$ cat config.mk
export PLATFORM = sky130hd
export DESIGN_NAME = bist_ctrl
export DESIGN_NICKNAME = d
export VERILOG_FILES = /design/src/rtl/bist_pkg.sv /design/src/rtl/bist_shreg.sv /design/src/rtl/bist_ctrl.sv
export SDC_FILE = /design/constraint.sdc
export NUM_CORES = 1
export LEC_CHECK = 0
export ABC_AREA = 1
export BUFFER_PORTS_ARGS = -buffer_cell sky130_fd_sc_hd__buf_2
export CORE_MARGIN = 4
export CORE_UTILIZATION = 40
export DETAILED_ROUTE_END_ITERATION = 8
export PLACE_DENSITY_LB_ADDON = 0.1
export SYNTH_ARGS = -nofsm -noshare
export SYNTH_HDL_FRONTEND = slang
export SYNTH_SLANG_ARGS = --single-unit
$ cat constraint.sdc
create_clock -name clk -period 2.54 [get_ports clk]
set_clock_uncertainty 0.15 [all_clocks]
set_input_delay 0.127 -clock clk [delete_from_list [all_inputs] [get_ports clk]]
set_output_delay 0.127 -clock clk [all_outputs]
set_load 0.02 [all_outputs]
$ cat src/rtl/bist_pkg.sv
// bist_pkg: shared types and helpers for the logic-BIST controller.
package bist_pkg;
  typedef enum logic [1:0] {IDLE, RUN, DRAIN, DONE} state_e;
  typedef enum logic {SR_AUTO, SR_INJ} sr_mode_e;
  function automatic logic parity(input logic [63:0] v);
    return ^v;
  endfunction
  function automatic int cnt_w(input int num_pat, input int cut_lat);
    int m;
    m = (num_pat > cut_lat) ? num_pat : cut_lat;
    return (m < 2) ? 1 : $clog2(m);
  endfunction
endpackage

$ cat src/rtl/bist_shreg.sv
// bist_shreg: linear feedback shift register, autonomous (LFSR) or response-injecting (MISR).
module bist_shreg
  import bist_pkg::*;
#(
  parameter int W = 3,
  parameter logic [W-1:0] POLY = '1,
  parameter logic [W-1:0] INIT = '0
) (
  input  logic         clk,
  input  logic         rst_n,
  input  logic         en,
  input  logic         load,
  input  sr_mode_e     mode,
  input  logic [W-1:0] load_val,
  input  logic [W-1:0] din,
  output logic [W-1:0] q
);
  logic [W-1:0] fb;
  assign fb = {q[W-2:0], parity(64'(q & POLY))};
  always_ff @(posedge clk or negedge rst_n)
    if (!rst_n) q <= INIT;
    else if (load) q <= load_val;
    else if (en) q <= (mode == SR_INJ) ? fb ^ din : fb;
endmodule

$ cat src/rtl/bist_ctrl.sv
// bist_ctrl: LFSR pattern generator and MISR compactor around a cone under test,
// with run sequencing and golden-signature comparison.
module bist_ctrl
  import bist_pkg::*;
#(
  parameter int IN_W = 3,
  parameter int OUT_W = 3,
  parameter logic [IN_W-1:0] LFSR_POLY = 3'b110,
  parameter logic [IN_W-1:0] LFSR_SEED = 3'b001,
  parameter logic [OUT_W-1:0] MISR_POLY = 3'b110,
  parameter int NUM_PAT = 7,
  parameter int CUT_LAT = 0
) (
  input  logic             clk,
  input  logic             rst_n,
  input  logic             start_i,
  input  logic [OUT_W-1:0] golden_i,
  input  logic [OUT_W-1:0] resp_i,
  output logic [IN_W-1:0]  pat_o,
  output logic             pat_vld_o,
  output logic             busy_o,
  output logic             done_o,
  output logic             pass_o,
  output logic [OUT_W-1:0] sig_o
);
  localparam int CW = cnt_w(NUM_PAT, CUT_LAT);
  localparam logic [CW-1:0] PAT_LAST = CW'(NUM_PAT - 1);
  localparam logic [CW-1:0] LAT_LAST = CW'((CUT_LAT > 0) ? CUT_LAT - 1 : 0);
  state_e state, state_nxt;
  logic [CW-1:0] cnt, cnt_nxt;
  logic reload, cap, fin, res_vld;
  logic [OUT_W-1:0] gold_q;
  always_comb begin
    state_nxt = state;
    cnt_nxt = cnt;
    reload = 1'b0;
    unique case (state)
      IDLE, DONE: begin
        state_nxt = start_i ? RUN : IDLE;
        reload = start_i;
      end
      RUN: begin
        cnt_nxt = (cnt == PAT_LAST) ? '0 : cnt + 1'b1;
        if (cnt == PAT_LAST) state_nxt = (CUT_LAT > 0) ? DRAIN : DONE;
      end
      DRAIN: begin
        cnt_nxt = (cnt == LAT_LAST) ? '0 : cnt + 1'b1;
        if (cnt == LAT_LAST) state_nxt = DONE;
      end
      default: state_nxt = IDLE;
    endcase
  end
  assign fin = (state_nxt == DONE);
  always_ff @(posedge clk or negedge rst_n)
    if (!rst_n) begin
      state <= IDLE;
      cnt <= '0;
      res_vld <= 1'b0;
      gold_q <= '0;
    end else begin
      state <= state_nxt;
      cnt <= cnt_nxt;
      res_vld <= reload ? 1'b0 : (fin | res_vld);
      gold_q <= fin ? golden_i : gold_q;
    end
  assign pat_vld_o = (state == RUN);
  assign busy_o = (state == RUN) || (state == DRAIN);
  assign done_o = (state == DONE);
  // golden is latched on the final MISR update; both it and sig_o then hold until the next start
  assign pass_o = res_vld && (sig_o == gold_q);
  generate
    if (CUT_LAT == 0) begin : g_wire
      assign cap = pat_vld_o;
    end else begin : g_dly
      logic [CUT_LAT-1:0] dly;
      always_ff @(posedge clk or negedge rst_n)
        if (!rst_n) dly <= '0;
        else dly <= (dly << 1) | CUT_LAT'(pat_vld_o);
      assign cap = dly[CUT_LAT-1];
    end
  endgenerate
  bist_shreg #(.W(IN_W), .POLY(LFSR_POLY), .INIT(LFSR_SEED)) u_lfsr (
    .clk      (clk),
    .rst_n    (rst_n),
    .en       (pat_vld_o),
    .load     (reload),
    .mode     (SR_AUTO),
    .load_val (LFSR_SEED),
    .din      ('0),
    .q        (pat_o)
  );
  bist_shreg #(.W(OUT_W), .POLY(MISR_POLY)) u_misr (
    .clk      (clk),
    .rst_n    (rst_n),
    .en       (cap),
    .load     (reload),
    .mode     (SR_INJ),
    .load_val ('0),
    .din      (resp_i),
    .q        (sig_o)
  );
endmodule

* Yosys cells after proc, flatten, opt, wreduce, memory -nomap -nowiden
Index checks and enable logic that the tools add are counted. W data, S select, Z words.
Storage, ports and cells: register bits after elaboration 15, input bits 9, output and inout port bits 10, word-level logic and storage cells 37
Cells by class: add/sub/neg operators 1, eq/ne operators 6, muxes and demuxes 13, bitwise operators 2, reductions and logical operators 9
Operators with widths (number):
- $reduce_xor A64 Y1 | 2
- $mux W3 | 6
- $eq A2 B2 Y1 const B | 3
- $pmux W2 S3 | 1
- $pmux W3 S2 | 1
- $mux W2 | 2
- $reduce_bool A2 Y1 | 2
- $add A3 B1 Y3 const B | 1
- $eq A3 B3 Y1 | 1
- $eq A3 B3 Y1 const B | 1
- $logic_not A3 Y1 | 1
- $mux W1 | 3
- $xor A3 B3 Y3 | 1
- $eq A2 B1 Y1 const B | 1
- $logic_not A2 Y1 | 1
- $reduce_or A2 Y1 | 1
- $logic_and A1 B1 Y1 | 1
- $logic_or A1 B1 Y1 | 1
- $or A1 B1 Y1 | 1

* Depth between registers and ports, before layout
Gate-level depths: netlist of the first run.
depth in word-level cells 6, gate-level depth with buffers 9, mapped depth without buffers 9

* Cells and area by module
Synthesis of the first run repeated with hierarchy kept, for this count alone.
Second synthesis, totals: cells, all modules 125, area total of the unflattened synthesis 957.2 um^2
Modules (own cells, without submodules):
- bist_ctrl | instances 1, cells each 69, area an instance 560.5 um^2, sequential area each 225.2 um^2
- bist_shreg at u_lfsr | instances 1, cells each 28, area an instance 198.9 um^2, sequential area each 76.3 um^2
- bist_shreg at u_misr | instances 1, cells each 28, area an instance 197.7 um^2, sequential area each 75.1 um^2

* Least setup slack after synthesis of the first run
Ideal clock, no wire load.
path kind reg2reg, from register state[0], to register res_vld, setup time 0.122 ns, arrival 1.286 ns, data required time 2.268 ns, slack 0.982 ns, cell stages (with the launch flop) 7, buffers on the path 0, period minus slack after synthesis 1.558 ns, path through dfrtp_1 > inv_1 > ha_1 > a21oi_4 > nand3_4 > nand3_4 > a21oi_1
On the way: cells in the longest elaborated chain, start to end 6, elaborated cells on any way between the ends 12, those cells by class 4 x eq/ne; 5 x mux; 1 x bitwise; 2 x reduce/logical
RTL lines:
- start, declared | line bist_ctrl.sv:29 | state_e state, state_nxt;
- start signal, assigned | line bist_ctrl.sv:61 | state <= state_nxt;
- $eq A2 B2 Y1 / $logic_not A2 Y1 (equally long branches) | line bist_ctrl.sv:37 | unique case (state)
- $reduce_or A2 Y1 | line bist_ctrl.sv:37
- $pmux W2 S3 | line bist_ctrl.sv:37
- $eq A2 B2 Y1 | line bist_ctrl.sv:53 | assign fin = (state_nxt == DONE);
- $or A1 B1 Y1 | line bist_ctrl.sv:63 | res_vld <= reload ? 1'b0 : (fin | res_vld);
- $mux W1 * | line bist_ctrl.sv:63
- end signal, assigned | line bist_ctrl.sv:63
- end, declared | line bist_ctrl.sv:31 | logic reload, cap, fin, res_vld;
Every way passes the cells marked *; elsewhere a longest branch is shown, timed or not. A chain may end at the register's enable or synchronous reset.

* Worst setup path after layout of the first run
from register state[0], to output port busy_o
On the way: cells in the longest elaborated chain, start to end 2, elaborated cells on any way between the ends 3, those cells by class 2 x eq/ne; 1 x reduce/logical
RTL lines:
- $eq A2 B1 Y1 / $eq A2 B2 Y1 (equally long branches) | line bist_ctrl.sv:67 | assign busy_o = (state == RUN) || (state == DRAIN);
- $logic_or A1 B1 Y1 * | line bist_ctrl.sv:67
- end, declared | line bist_ctrl.sv:21 | output logic busy_o,
Marked as above.

==> flow_summary_export.csv, run 1 <==
group,metric,value,unit
logic_synthesis,synth_area,835,sq um
timing,slew_headroom,78.1,%
critical_path,r2r_end,"gold_q[0]",
die,row_count,16,
global_route,overflow,0,
global_route,grt_pass1_vias,616,
logic_synthesis,synth_fp_nets,106,
die,io_pins,19,
clocking,clk_pin_slew_worst_paths,0.08,ns
route,vias,649,
finish,mostFrequentLayoutCells,"nand2_1 (24), buf_2 (18), dfrtp_1 (14)",
timing,slew_viol_final,0,
pwr,pwr_density_cell,969,nW/um^2
die,core_area,1960,sq um
global_route,grt_usage,12.9,%
logic_synthesis,yosys.area_share.simple,20.5,%
pwr,internal-power,575,uW
die,start_util,42.5,%
pwr,p_sw,437,uW
clocking,cts_tree,"done",
worst_hold_path,whs_path_depth,3,
logic_synthesis,syn_avg_cell_area,9.27,sq um
critical_path,cp.arrival,1.53,ns
die,dieArea,2880,sq um
pwr,leakage,0.547,nW
logic_synthesis,synthMuxAreaShare,0,%
clocking,numClockSinks,15,
finish,nets,135,
clocking,cts-buffers-inserted,3,
clocking,postCtsSetupBuffers,0,
clocking,htreeDepth,1,
route,drtPass1Iterations,2,
status,status,"complete, no violations",
critical_path,critPathMaxFanout,9,
critical_path,setup.worst_path.class,"register to output port",
pwr,clkPwrFrac,12.8,%
die,die_h,53.7,um
critical_path,reg2reg_depth,7,
timing,finalCriticalPeriod,1.81,ns
timing,worstMarginPinSlew,0.329,ns
global_route,grt_max_degree,16,
route,wl,1.54,mm
pwr,p_comb_share,47.6,%
finish,syn2layout_area_growth,25.2,%
logic_synthesis,synth_top_family_by_area,"simple AND/OR/NAND/NOR gates",
route,drtIter0Drc,3,
logic_synthesis,synthAdderAreaFrac,10.5,%
clocking,clk_latency,0.27,ns
timing,fin_crit_sh,71.3,%
finish,antenna_cells,0,
timing,tns,0,ns
finish,final_common_cell,"nand2_1",
logic_synthesis,synth_compound_area_share,9.60,%
pwr,ir_drop,553,uV
logic_synthesis,ys_seq_area_share,45.1,%
placed_design,pre_cts_ws,0.863,ns
critical_path,cp-start-kind,"register",
clocking,cts_buffer_depth,2,
placed_design,place.gp.congestion,0.789,
route,ant_nets,0,
timing,setup_viol_count_final,0,
logic_synthesis,yosys_register_bits,15,
timing,max_freq,0.553,GHz
critical_path,rrSetupSlack,0.84,ns
critical_path,required,2.26,ns
global_route,grt_first_pass_wirelength,2.66,mm
critical_path,crit_path_end_kind,"output port",
worst_hold_path,min_from,"resp_i[1]",
pwr,swShare,43.2,%
timing,worst_slack,0.730,ns
placed_design,io_buffer_count,18,
pwr,seqPwrFrac,39.5,%
logic_synthesis,synth_xor_area_share,8.40,%
global_route,antenna_found_initial,0,
clocking,postCtsHoldBufs,6,
worst_hold_path,hold_class,"input pin to register",
logic_synthesis,syn_inst,90,
timing,finalHoldViolations,0,
logic_synthesis,synth_warnings,0,
finish,drive_above_1_share,23.7,%
route,drc,0,
clocking,ctsRootBufferMaster,"clkbuf_4",
worst_hold_path,min_to,"u_misr.q[1]",
clocking,cts_resized,0,
route,routed_via_density,4.48,
logic_synthesis,post_synth_num_cell_types,18,
route,avgRoutedWirePerCell,10.6,um
die,fp.dieW,53.7,um
critical_path,r2r_start,"state[0]",
placed_design,dp_hpwl,1.19,mm
timing,rsz0062_at_grt,"false",
flow_run,maxCapViolations,0,
routing by layer:
metal / global-route usage, % / up-vias / part of all wire (%)
li1: - / 343 / -
met1: 16.9 / 291 / 49
met2: 19.6 / 13 / 45
met3: 2.49 / 2 / 4.8
met4: 7.66 / 0 / 1.1
met5: 0 / - / 0
sequential cells by signal, summed over array words and instances (netlist names):
signal / flops
u_misr.q: 3
u_lfsr.q: 3
state: 2
gold_q: 3
res_vld: 1
cnt: 3
per-stage QoR:
stage / cells / total power, mW / hold WS [ns] / util, % / instance area, sq um
after floorplan: 90 / 0.759 / -0.319 / - / 835
after global placement: 135 / 0.878 / -0.0985 / 48.9 / 958
after detailed placement: 135 / 0.886 / -0.101 / 48.9 / 958
after CTS: 145 / 1.03 / 0.0190 / 53.3 / 1040
after global routing: 145 / 1.11 / 0.0326 / 53.3 / 1040
final: 145 / 1.01 / 0.0181 / 53.3 / 1040
power by group through the flow:
stage | logic, mW | clock network, mW | registers (mW)
5_1_grt | 0.548 | 0.147 | 0.415
3_5_place_dp | 0.480 | 0 | 0.406
4_1_cts | 0.490 | 0.136 | 0.402
3_3_place_gp | 0.474 | 0 | 0.404
2_1_floorplan | 0.323 | 0 | 0.435
6_report | 0.482 | 0.130 | 0.400
kinds of logic (layout without fill, tap and decap cells):
kind of cell / Yosys count / after routing
compound gates: 12 / 12
xor+xnor: 8 / 8
fa+ha+maj: 7 / 7
buf+inv: 13 / 41
flops: 15 / 15
simple gates: 35 / 35
area by class of cell:
class / instances / area [sq um]
Fill cell: 207 / 917
Multi-Input combinational cell: 62 / 409
Sequential cell: 15 / 377
Timing Repair Buffer: 24 / 150
Inverter: 13 / 48.8
Tap cell: 27 / 33.8
Clock buffer: 4 / 26.3
worst max path at each step:
stage	startpoint	slack [ns]	endpoint	cells after the start
2_1_floorplan	state[0]	0.98	res_vld	6
3_3_place_gp	state[0]	0.90	gold_q[1]	6
3_5_place_dp	state[0]	0.86	gold_q[2]	6
4_1_cts	state[0]	0.73	busy_o	4
5_1_grt	state[0]	0.64	busy_o	4
6_report	state[0]	0.73	busy_o	4
worst max-delay path: stages (launching register included):
cell	delay (ns)
dfrtp_1	0.40
inv_1	0.08
ha_1	0.39
inv_2	0.19
buf_2	0.20
cells in the mapped netlist (all sizes together):
cell	count	share of area, %
xnor2	6	6.3
nand2	24	11
ha	7	10
o21ai	6	3.6
o21a	1	0.90
dfstp	1	3.1
xor2	2	2.1
dfrtp	14	42
nand3	9	8.4
a22oi	1	0.90
nor3	1	0.60
a21oi	4	4.2
inv	13	5.8
or2	1	0.75
Note: power is estimated with default switching activity, not from simulation.
==> inputs of run 2 (changes only) <==
clock period = 1.7 ns   (was 2.54 ns; I/O delays follow)
==> flow_summary_export.csv, run 2 (synthesis gave the netlist of run 1 again) <==
group,metric,value,unit
status,status,"complete, no violations",
global_route,grt_use_met1,16.2,%
finish,antenna_cells,0,
global_route,grt_usage,13.5,%
timing,fin_crit_sh,93.0,%
finish,nets,138,
critical_path,setup.worst_path.class,"register to output port",
placed_design,dp.cells,136,
timing,worstMarginPinSlew,0.335,ns
global_route,grt_pass1_vias,640,
timing,timing.hold.ws,0.0618,ns
route,wl,1.65,mm
clocking,clk_pin_slew_worst_paths,0.10,ns
placed_design,place.gp.congestion,0.771,
global_route,antenna_found_initial,0,
placed_design,pre_cts_ws,0.0896,ns
critical_path,cp-startpoint,"u_misr.q[1]",
finish,postLayoutCoreUtil,55.6,%
critical_path,r2r_end,"cnt[1]",
timing,max_freq,0.632,GHz
finish,fin_area,1090,sq um
clocking,clk_latency,0.29,ns
clocking,cts_tree,"done",
timing,finalHoldViolations,0,
timing,tns,0,ns
route,drc,0,
critical_path,required,1.46,ns
route,drtIter0Drc,4,
clocking,postCtsSetupBuffers,0,
critical_path,rrSetupSlack,0.15,ns
critical_path,r2r_start,"state[0]",
critical_path,reg2reg_depth,7,
timing,slew_viol_final,0,
finish,drive_above_1_share,25.6,%
worst_hold_path,hold_class,"input pin to async pin",
clocking,htreeDepth,1,
global_route,gr-usage-met2,22.0,%
die,io_pins,19,
pwr,total_power,1.58,mW
timing,slew_headroom,77.7,%
global_route,overflow,0,
global_route,met3_usage,6.09,%
clocking,cts_buffer_depth,2,
timing,setup_viol_count_final,0,
finish,fin_cells,148,
placed_design,place_area,966,sq um
clocking,ctsRootBufferMaster,"clkbuf_4",
finish,mostFrequentLayoutCells,"nand2_1 (24), buf_2 (17), dfrtp_1 (14)",
flow_run,maxCapViolations,0,
clocking,cts-buffers-inserted,3,
critical_path,endpoint,"pass_o",
global_route,gr-max-usage-layer,"met2",
die,row_count,16,
global_route,grt_first_pass_wirelength,2.75,mm
finish,final_common_cell,"nand2_1",
die,start_util,42.5,%
critical_path,crit_path_end_kind,"output port",
timing,rsz0062_at_grt,"false",
die,fp.dieW,53.7,um
clocking,numClockSinks,15,
route,ant_nets,0,
route,routed_via_density,4.61,
pwr,ir_drop,916,uV
timing,finalCriticalPeriod,1.58,ns
critical_path,cp.arrival,1.35,ns
finish,syn2layout_area_growth,30.7,%
die,die_h,53.7,um
route,drtPass1Iterations,4,
timing,worst_slack,0.119,ns
critical_path,cp-start-kind,"register",
global_route,grt_max_degree,16,
die,dieArea,2880,sq um
route,avgRoutedWirePerCell,11.1,um
route,vias,682,
die,core_area,1960,sq um
placed_design,io_buffer_count,18,
pwr,pwr_density_cell,1450,nW/um^2
critical_path,critPathMaxFanout,5,
placed_design,dp_hpwl,1.20,mm
finish,fillers,191,
pwr,leakage,0.564,nW
run 2: critical path, cell delays in order, from the launching register on:
cell,delay (ns)
dfrtp_1,0.46
xnor2_1,0.19
nand3_1,0.08
nor3_1,0.13
buf_2,0.19
run 2: worst min path at each step:
| stage | startpoint | end | slack, ns |
|---|---|---|---|
| 2_1_floorplan | rst_n | cnt[0] | -0.36 |
| 3_3_place_gp | rst_n | u_misr.q[0] | -0.14 |
| 3_5_place_dp | rst_n | u_misr.q[0] | -0.14 |
| 4_1_cts | rst_n | u_misr.q[0] | 0.07 |
| 5_1_grt | rst_n | u_misr.q[0] | 0.08 |
| 6_report | rst_n | u_misr.q[1] | 0.06 |
run 2: routing by layer:
layer / up-vias / share of wire (%)
met4: 0 / 1.5
met5: - / 0
met3: 4 / 7.6
met1: 310 / 46
met2: 21 / 45
li1: 347 / -
run 2: area by class of cell:
type	instances	area (sq um)	share of cell area, %
clock buffer	3	22.5	2.06
clock inverter	1	5.00	0.459
inverter	13	51.3	4.70
multi-input combinational	62	422	38.6
sequential	15	377	34.5
tap	27	33.8	3.10
timing repair buffer	27	180	16.5
run 2: report_power, final:
part           switching (mW)  total [mW]  internal, mW
logic                   0.453       0.779         0.326
clock network           0.119       0.207        0.0874
registers               0.114       0.598         0.484
total                   0.686        1.58         0.897
run 2: timing repair:
item	CTS	global route
endpoints found under the hold margin	22	0
setup endpoints to repair	1	1
hold buffers	8	0
gates cloned	0	0
pin swaps	0	0
resized for setup	2	3
